### src/rtl/bus_xfer_pkg.sv
// Shared constants and state encoding for the bus transfer sequencer.
package bus_xfer_pkg;

    // Number of bus registers driven; fixed at 4 in this revision.
    localparam int unsigned NREG  = 4;
    // Width of a register select field.
    localparam int unsigned SEL_W = $clog2(NREG);

    // Transfer sequencer states.
    typedef enum logic [1:0] {
        IDLE  = 2'd0,
        DRIVE = 2'd1,
        LATCH = 2'd2,
        DONE  = 2'd3
    } state_e;

endpackage

### src/rtl/onehot_dec.sv
// Binary-to-one-hot decoder with enable; output is all zeros when disabled.
module onehot_dec #(
    parameter int unsigned SEL_W = 2,
    parameter int unsigned NREG  = 4
) (
    input  logic [SEL_W-1:0] sel,
    input  logic             en,
    output logic [NREG-1:0]  hot
);

    // Set exactly one bit when enabled, none otherwise.
    always_comb begin
        hot = '0;
        if (en) begin
            hot[sel] = 1'b1;
        end
    end

endmodule

### src/rtl/bus_xfer_seq.sv
// Register-to-register bus transfer sequencer. A request in IDLE drives the
// source register onto the bus (DRIVE), then strobes the destination load
// (LATCH), then reports completion (DONE). All outputs are registered.
module bus_xfer_seq
    import bus_xfer_pkg::*;
#(
    parameter int unsigned NREG  = bus_xfer_pkg::NREG,
    parameter int unsigned SEL_W = bus_xfer_pkg::SEL_W
) (
    input  logic             clk,
    input  logic             clr,
    input  logic             start,
    input  logic [SEL_W-1:0] src,
    input  logic [SEL_W-1:0] dst,
    output logic [NREG-1:0]  oen,
    output logic [NREG-1:0]  inen,
    output logic             busy,
    output logic             done,
    output logic             err,
    output logic [7:0]       xfer_cnt
);

    if (SEL_W != $clog2(NREG)) begin : g_bad_sel_w
        $error("SEL_W must equal clog2(NREG)");
    end

    state_e           state;
    logic [SEL_W-1:0] src_q;
    logic [SEL_W-1:0] dst_q;
    logic             accept;
    logic             reject;
    logic [SEL_W-1:0] src_sel;
    logic [NREG-1:0]  src_hot;
    logic [NREG-1:0]  dst_hot;

    // Requests are only looked at in IDLE; same-register transfers are refused.
    assign accept = (state == IDLE) && start && (src != dst);
    assign reject = (state == IDLE) && start && (src == dst);

    // At acceptance the live src is decoded; during DRIVE the latched copy is
    // re-decoded so oen can never follow a mid-transfer change of src.
    assign src_sel = (state == IDLE) ? src : src_q;

    onehot_dec #(
        .SEL_W (SEL_W),
        .NREG  (NREG)
    ) u_oen_dec (
        .sel (src_sel),
        .en  (accept || (state == DRIVE)),
        .hot (src_hot)
    );

    onehot_dec #(
        .SEL_W (SEL_W),
        .NREG  (NREG)
    ) u_inen_dec (
        .sel (dst_q),
        .en  (state == DRIVE),
        .hot (dst_hot)
    );

    // Sequencer state, latched selects, registered strobes/flags and counter.
    always_ff @(posedge clk or negedge clr) begin
        if (!clr) begin
            state    <= IDLE;
            src_q    <= '0;
            dst_q    <= '0;
            oen      <= '0;
            inen     <= '0;
            busy     <= 1'b0;
            done     <= 1'b0;
            err      <= 1'b0;
            xfer_cnt <= 8'd0;
        end else begin
            // Pulses default low; each lasts exactly one cycle.
            done <= 1'b0;
            err  <= 1'b0;
            unique case (state)
                IDLE: begin
                    if (accept) begin
                        state <= DRIVE;
                        src_q <= src;
                        dst_q <= dst;
                        oen   <= src_hot;
                        inen  <= '0;
                        busy  <= 1'b1;
                    end else if (reject) begin
                        err <= 1'b1;
                    end
                end
                DRIVE: begin
                    // Source keeps driving while the destination load is strobed.
                    state <= LATCH;
                    oen   <= src_hot;
                    inen  <= dst_hot;
                end
                LATCH: begin
                    // Destination captures on this edge; release the bus.
                    state    <= DONE;
                    oen      <= '0;
                    inen     <= '0;
                    done     <= 1'b1;
                    xfer_cnt <= xfer_cnt + 8'd1;
                end
                DONE: begin
                    state <= IDLE;
                    busy  <= 1'b0;
                end
                default: begin
                    state <= IDLE;
                    oen   <= '0;
                    inen  <= '0;
                    busy  <= 1'b0;
                end
            endcase
        end
    end

endmodule

### config.mk
export PLATFORM = sky130hd
export DESIGN_NAME = bus_xfer_seq
export DESIGN_NICKNAME = d
export VERILOG_FILES = /design/src/rtl/bus_xfer_pkg.sv /design/src/rtl/onehot_dec.sv /design/src/rtl/bus_xfer_seq.sv
export SDC_FILE = /design/constraint.sdc
export NUM_CORES = 1
export LEC_CHECK = 0
export ABC_AREA = 1
export CAP_MARGIN = 20
export CORE_MARGIN = 2
export CORE_UTILIZATION = 52
export CTS_BUF_LIST = sky130_fd_sc_hd__clkbuf_4
export DETAILED_ROUTE_END_ITERATION = 8
export GPL_ROUTABILITY_DRIVEN = 0
export MAX_ROUTING_LAYER = met4
export PLACE_DENSITY = 0.81
export RECOVER_POWER = 50
export SYNTH_ARGS = -nofsm -noshare
export SYNTH_HDL_FRONTEND = slang
export SYNTH_SLANG_ARGS = --single-unit
export TNS_END_PERCENT = 5
### constraint.sdc
create_clock -name clk -period 1.5 [get_ports clk]
set_input_delay 0.225 -clock clk [delete_from_list [all_inputs] [get_ports clk]]
set_output_delay 0.225 -clock clk [all_outputs]
set_load 0.01 [all_outputs]
After elaboration in Yosys (flattened, before gate mapping)
Cells that the tools add are included.
Operators by class
  mux-type cells: 18
  add/subtract/negate cells: 1
  equality and inequality tests: 6
  $lt $le $gt $ge: 4
  reduce and logical (&&, ||, !) cells: 12
Operator list (number)
  $pmux W4 S3: 2
  $mux W4: 3
  $add A8 B1 Y8 const B: 1
  $pmux W2 S4: 1
  $mux W1: 7
  $lt A2 B3 Y1 const B: 2
  $reduce_and A2 Y1: 3
  $logic_and A1 B1 Y1: 5
  $demux W1 S2: 2
  $eq A2 B2 Y1 const B: 2
  $ge A2 B1 Y1 const B: 2
  $mux W2: 2
  $reduce_bool A3 Y1: 1
  $eq A2 B1 Y1 const B: 1
  $eq A2 B2 Y1: 1
  $logic_not A2 Y1: 1
  $ne A2 B2 Y1: 1
  $ne A2 B2 Y1 const B: 1
  $pmux W1 S2: 1
  $reduce_bool A2 Y1: 1
  $logic_or A1 B1 Y1: 1
Word-level totals
  bits in registers: 25
  word-level logic and storage cells: 50
  output and inout port bits: 19

Longest topological paths before layout
Gate-level depths: netlist of run 1.
  depth after elaboration: 9
  gate-level depth with buffers: 9

Modules after synthesis
A second synthesis of run 1 with hierarchy kept.
Second synthesis, totals
  cell total of the unflattened synthesis: 152
  area, all modules: 1287.5 um^2
By module, submodules not included
  bus_xfer_seq: seq. area each 625.6 um^2, instances 1, cells an instance 136, area each 1227.4 um^2
  onehot_dec: seq. area each 0.0 um^2, instances 2, cells an instance 8, area each 30.0 um^2

Worst setup path after synthesis of run 1
OpenSTA, ideal clock, no wires.
  path type: flip-flop to flip-flop
  start point: reg state[0]
  end point: reg xfer_cnt[6]
  cell stages (with the launch flop): 9
  required time: 1382 ps
  path slack: 137 ps
  arrival time: 1245 ps
  setup time: 118 ps
  cell sequence: dfrtp_1 -> inv_1 -> ha_1 -> clkbuf_2 -> nand3_1 -> nor2_1 -> nand3_1 -> xor2_1 -> inv_1
On the way
  longest elaborated chain between the ends: 1
RTL lines
  start: declaration: line bus_xfer_seq.sv:27  | state_e state;
  start signal: assignment: line bus_xfer_seq.sv:65  | state <= IDLE;
  start signal: assignment: line bus_xfer_seq.sv:81  | state <= DRIVE;
  start signal: assignment: line bus_xfer_seq.sv:93  | state <= LATCH;
  $eq A2 B2 Y1: line bus_xfer_seq.sv:78  | unique case (state)
  end signal: assignment: line bus_xfer_seq.sv:103  | xfer_cnt <= xfer_cnt + 8'd1;
  end: declaration: line bus_xfer_seq.sv:20  | output logic [7:0] xfer_cnt
Every way passes these cells.
A chain may end at the register's enable or synchronous reset.

Worst setup path after layout of run 1
  start point: reg xfer_cnt[0]
  end point: out xfer_cnt[0]
No word-level cell between the ends.

==> impl_metrics.ini, run 1 <==
[placement]
dpl.hpwl_um = 1910
numPortBuffers = 25
pre_cts_ws_ns = -0.0537

[synthesis]
synth_area_um2 = 1240
syn_avg_cell_area_um2 = 8.61
synth_cell_type_count = 20
synth_area_leaders = dfrtp_1 (50%), nand2_1 (14%), inv_1 (5.4%)
seq_area_frac_synth = 0.505
synth_warnings = 0
synth_top_area_cell = dfrtp_1
synth_compound_area_frac = 0.0817
synth.area.mux_share = 0
synth_top_family_by_area = simple AND/OR/NAND/NOR gates
ys_ff_latch = 25
synth_top_area_frac = 0.505
netlist_instances = 144
synth_nets = 156
synthXorXnorAreaFrac = 0.0494
synth-simple-area-share = 0.234
synth_fa_ha_area_frac = 0.0505

[die]
die_w_um = 52.8
num_rows = 17
io_pins = 26
core_region_area_um2 = 2230
die_y_um = 52.8
fp.dieArea_um2 = 2790
initial_core_util = 0.555

[critical_path]
start_kind = flip-flop
path_buf_inv = 1
crit_chain = clkdlybuf4s50_1
critPathTopFamily = buffers and inverters
crit_required_ns = 1.27
regToRegSetupSlack_ns = 0.07
cp_slowest_cell = clkdlybuf4s50_1
path_max_fanout = 2
worstPathArrival_ns = 1.25
end_kind = output pin
path_class = reg2out
critical-path-max-stage-delay_ns = 0.54

[timing]
slew_headroom = 0.597
totalNegativeSetupSlack_ns = 0
max_slew.worst_pin.slew_ns = 0.605
finClkSkew_ns = 0.00570
clock.fmax_mhz = 680
finalHoldViolations = 0
setup_viol = 0
postLayoutSetupSlackWorst_ns = 0.0298
final.min_clock_period_ns = 1.47
maxSlewViolCount = 0
fin_crit_sh = 0.980

[route]
drc = 0
via_count = 1058
first_pass_iters = 2
routed_wl_um = 2700
wl_met1_um = 1140
first_iter_violations = 9
vias_per_cell = 4.97
wl_met3_um = 71
highest_layer = met4
drt-wirelength-per-cell_um = 12.7
routed-wl-met2_um = 1400
detail-route-antenna-nets = 0

[power]
switching_share = 0.426
ir_drop_mv = 1.22
power_frac_comb = 0.551
p_clk_frac = 0.099
switchingPower_mw = 1.35
p_per_area_nw_per_um2 = 1880
p_leak_nw = 0.909
intPower_mw = 1.82
seqPwrFrac = 0.350

[cts]
htree_levels = 1
clk_latency_ns = 0.33
cts_tree = done
cts_made_buffers = 3
root_buffer = clkbuf_4
clk_path_buf_depth = 2
clkSinkCount = 25
clk_pin_slew_ns = 0.14

[finish]
final_common_cell = nand2_1
fin_nets = 198
layout_common_cells = nand2_1 (45), dfrtp_1 (25), inv_1 (14)
num_antenna_cells = 0
drive_gt1_frac = 0.232
synthToLayoutAreaGrowth_pct = 36.1

[grt]
grt_max_degree = 26
grt_pass1_vias = 1000
grt_overflow = 0
antenna_found_initial = 0
grt_pass1_wl_um = 4350
grt_use_total = 0.226

[hold_path]
hold_class = in2async

[status]
outcome = finished clean

[job]
max_cap_violations = 0
[synthesized netlist by cell type, drive strengths merged]
library cell and instances:
clkbuf 1, nand2 52, inv 20, dfrtp 25
nand4 1, buf 2, ha 5, xor2 5
a21oi 7, xnor2 2, o21ai 11, nand3 6
nor2 3, nor3 4
[path summary, 6_finish.rpt]
kind                             startpoint  cells past startpoint           to
worst max-delay path            xfer_cnt[0]                      1  xfer_cnt[0]
worst min-delay path                    clr                      2     src_q[1]
worst max register to register     state[1]                      8       oen[2]
worst min register to register  xfer_cnt[7]                      1  xfer_cnt[7]
max in group asynchronous               clr                      2      inen[0]
min in group clk                      start                      3          err
[metal layers]
metal,up-vias,global-route usage
li1,531,-
met1,501,0.252
met2,17,0.400
met3,9,0.0343
met4,0,0.0940
met5,-,-
[stage by stage]
stage / cells / hold WS, ns / power (mW) / cell area (um2) / util
2_1_floorplan: 144 / -0.0706 / 1.99 / 1240 / -
3_5_place_dp: 205 / 0.467 / 2.67 / 1580 / 0.709
6_report: 213 / 0.416 / 3.18 / 1690 / 0.756
3_3_place_gp: 205 / 0.461 / 2.60 / 1580 / 0.709
5_1_grt: 213 / 0.470 / 3.42 / 1690 / 0.756
4_1_cts: 210 / 0.253 / 2.98 / 1610 / 0.722
[power groups by stage]
stage                     logic (mW)  clock network, mW  registers, mW
after floorplan                0.812                  0           1.18
after global placement          1.48                  0           1.11
after detailed placement        1.54                  0           1.13
after CTS                       1.56              0.319           1.10
after global routing            1.94              0.337           1.14
final                           1.75              0.313           1.11
[layout make-up]
class                           count  area, um2
Multi-Input combinational cell     96        561
Clock inverter                      1       5.00
Timing Repair Buffer               40        362
Tap cell                           28       35.0
Sequential cell                    25        626
Fill cell                         168        546
Inverter                           20       77.6
Clock buffer                        3       22.5
[sequential cells by signal, summed over array words and instances (netlist names)]
name	cells
xfer_cnt	8
dst_q	2
err	1
src_q	2
done	1
inen	4
oen	4
state	2
busy	1
[cells by family (layout without fill, tap and decap cells)]
kind of cell    Yosys count  count (layout)
simple gates             66              66
flops                    25              25
buf+inv                  23              64
compound gates           18              18
xor+xnor                  7               7
fa+ha+maj                 5               5
[what timing repair did]
item	4_1_cts	5_1_grt
setup buffers	1	3
hold buffers	0	0
setup endpoints to repair	10	21
resized for setup	7	24
(Power assumes the default switching activity.)
==> run 2: changes to the inputs <==
SKIP_LAST_GASP = 1   (was not set)
==> run 2 against run 1 <==
Die area unchanged. Sequential share of layout area up 0.67 points. Clock power shrank 1%. The flow now finishes with violations (negative setup slack). Fmax decreased by 4.1%. Design area shrank 1.8%.
==> impl_metrics.ini, run 2 (synthesis gave the netlist of run 1 again) <==
[die]
num_rows = 17
initial_core_util = 0.555
die_y_um = 52.8
die_w_um = 52.8
io_pins = 26
core_region_area_um2 = 2230
fp.dieArea_um2 = 2790

[status]
outcome = complete, but fails checks
violations = negative setup slack

[timing]
slew_headroom = 0.600
totalNegativeSetupSlack_ns = -0.105
rsz0062_at_grt = true
final.min_clock_period_ns = 1.53
fin_crit_sh = 1.02
max_slew.worst_pin.slew_ns = 0.600
clock.fmax_mhz = 652
finalHoldViolations = 0
finClkSkew_ns = 0.00649
postLayoutSetupSlackWorst_ns = -0.0328
maxSlewViolCount = 0
setup_viol = 5

[critical_path]
critical-path-max-stage-delay_ns = 0.55
path_class = reg2out
critPathTopFamily = buffers and inverters
crit_required_ns = 1.27
path_buf_inv = 1
end_kind = output pin
cp_slowest_cell = clkdlybuf4s50_1
crit_chain = clkdlybuf4s50_1
path_max_fanout = 4
start_kind = flip-flop
worstPathArrival_ns = 1.31

[finish]
final_common_cell = nand2_1
largest_reg_flops = 8
finalInstanceArea_um2 = 1660
synthToLayoutAreaGrowth_pct = 33.7
fin_nets = 199
layout_common_cells = nand2_1 (45), dfrtp_1 (25), clkdlybuf4s50_1 (24)
regMostFlops = xfer_cnt
drive_gt1_frac = 0.172
top_regs = xfer_cnt: 8 flops, inen: 4 flops, oen: 4 flops
nFillCells = 172
num_antenna_cells = 0

[route]
drt-wirelength-per-cell_um = 11.9
first_pass_iters = 4
first_iter_violations = 6
drc = 0
vias_per_cell = 4.97
detail-route-antenna-nets = 0
via_count = 1064
routed_wl_um = 2540

[placement]
dpl.hpwl_um = 1910
numPortBuffers = 25
placedInstanceArea_um2 = 1580

[hold_path]
hold_class = in2async

[cts]
clkSinkCount = 25
clk_pin_slew_ns = 0.14
clk_path_buf_depth = 2
htree_levels = 1
cts_tree = done
root_buffer = clkbuf_4
clk_latency_ns = 0.33
cts_made_buffers = 3

[grt]
grt_pass1_vias = 1000
grt_pass1_wl_um = 4350
antenna_found_initial = 0
grt_use_total = 0.226
grt_max_degree = 26
grt_overflow = 0

[job]
max_cap_violations = 0

[power]
p_per_area_nw_per_um2 = 1880
p_leak_nw = 0.864
ir_drop_mv = 1.20
## run 2: cell types whose count changed in the layout (fill, tap and decap cells not counted), sizes merged
cell | before | now
dlygate4sd2 | 6 | 0
dlymetal6s2s | 2 | 0
buf | 14 | 15
dlygate4sd3 | 2 | 1
clkdlybuf4s50 | 10 | 24
clkdlybuf4s25 | 5 | 0
## run 2: layout make-up
type | instances | area (um2) | share of cell area
Clock buffer | 3 | 22.5 | 0.0136
Clock inverter | 1 | 5.00 | 0.00302
Inverter | 20 | 75.1 | 0.0453
Multi-Input combinational cell | 96 | 523 | 0.315
Sequential cell | 25 | 626 | 0.377
Tap cell | 28 | 35.0 | 0.0211
Timing Repair Buffer | 41 | 372 | 0.224
## run 2: power breakdown
part | internal (mW) | switching (mW) | total, mW
clock | 0.100 | 0.209 | 0.309
sequential | 0.923 | 0.171 | 1.09
combinational | 0.829 | 0.887 | 1.72
## run 2: metal layers
metal	track usage	up-vias	wire length [um]
li1	-	536	-
met1	0.252	500	1100
met2	0.400	19	1310
met3	0.0343	9	68
met4	0.0940	0	70
met5	-	-	0
## run 2: worst paths after layout
check                       startpoint     endpoint  slack [ns]  cells past startpoint
min in group clk                 start          err        0.44                      3
setup / recovery           xfer_cnt[4]  xfer_cnt[4]       -0.03                      1
max in group asynchronous          clr      inen[0]        0.69                      2
setup reg to reg              state[1]       oen[1]        0.01                      8
hold reg to reg            xfer_cnt[7]  xfer_cnt[7]        0.49                      1
hold / removal                     clr     state[0]        0.42                      2
## run 2: stage by stage
stage	hold WS, ns	util	worst slack, ns	instances	power (mW)
global placement	0.461	0.709	-0.00292	205	2.60
CTS	0.253	0.725	-0.0522	210	3.01
global route	0.465	0.742	-0.107	214	3.37
finish	0.417	0.742	-0.0328	214	3.12
floorplan	-0.0706	-	0.137	144	1.99
detailed placement	0.467	0.709	-0.0537	205	2.67
## run 2: what timing repair did
action	4_1_cts	5_1_grt
gates cloned	0	0
setup endpoints to repair	10	27
setup buffers	1	4
hold buffers	0	0
gates resized for setup	1	3
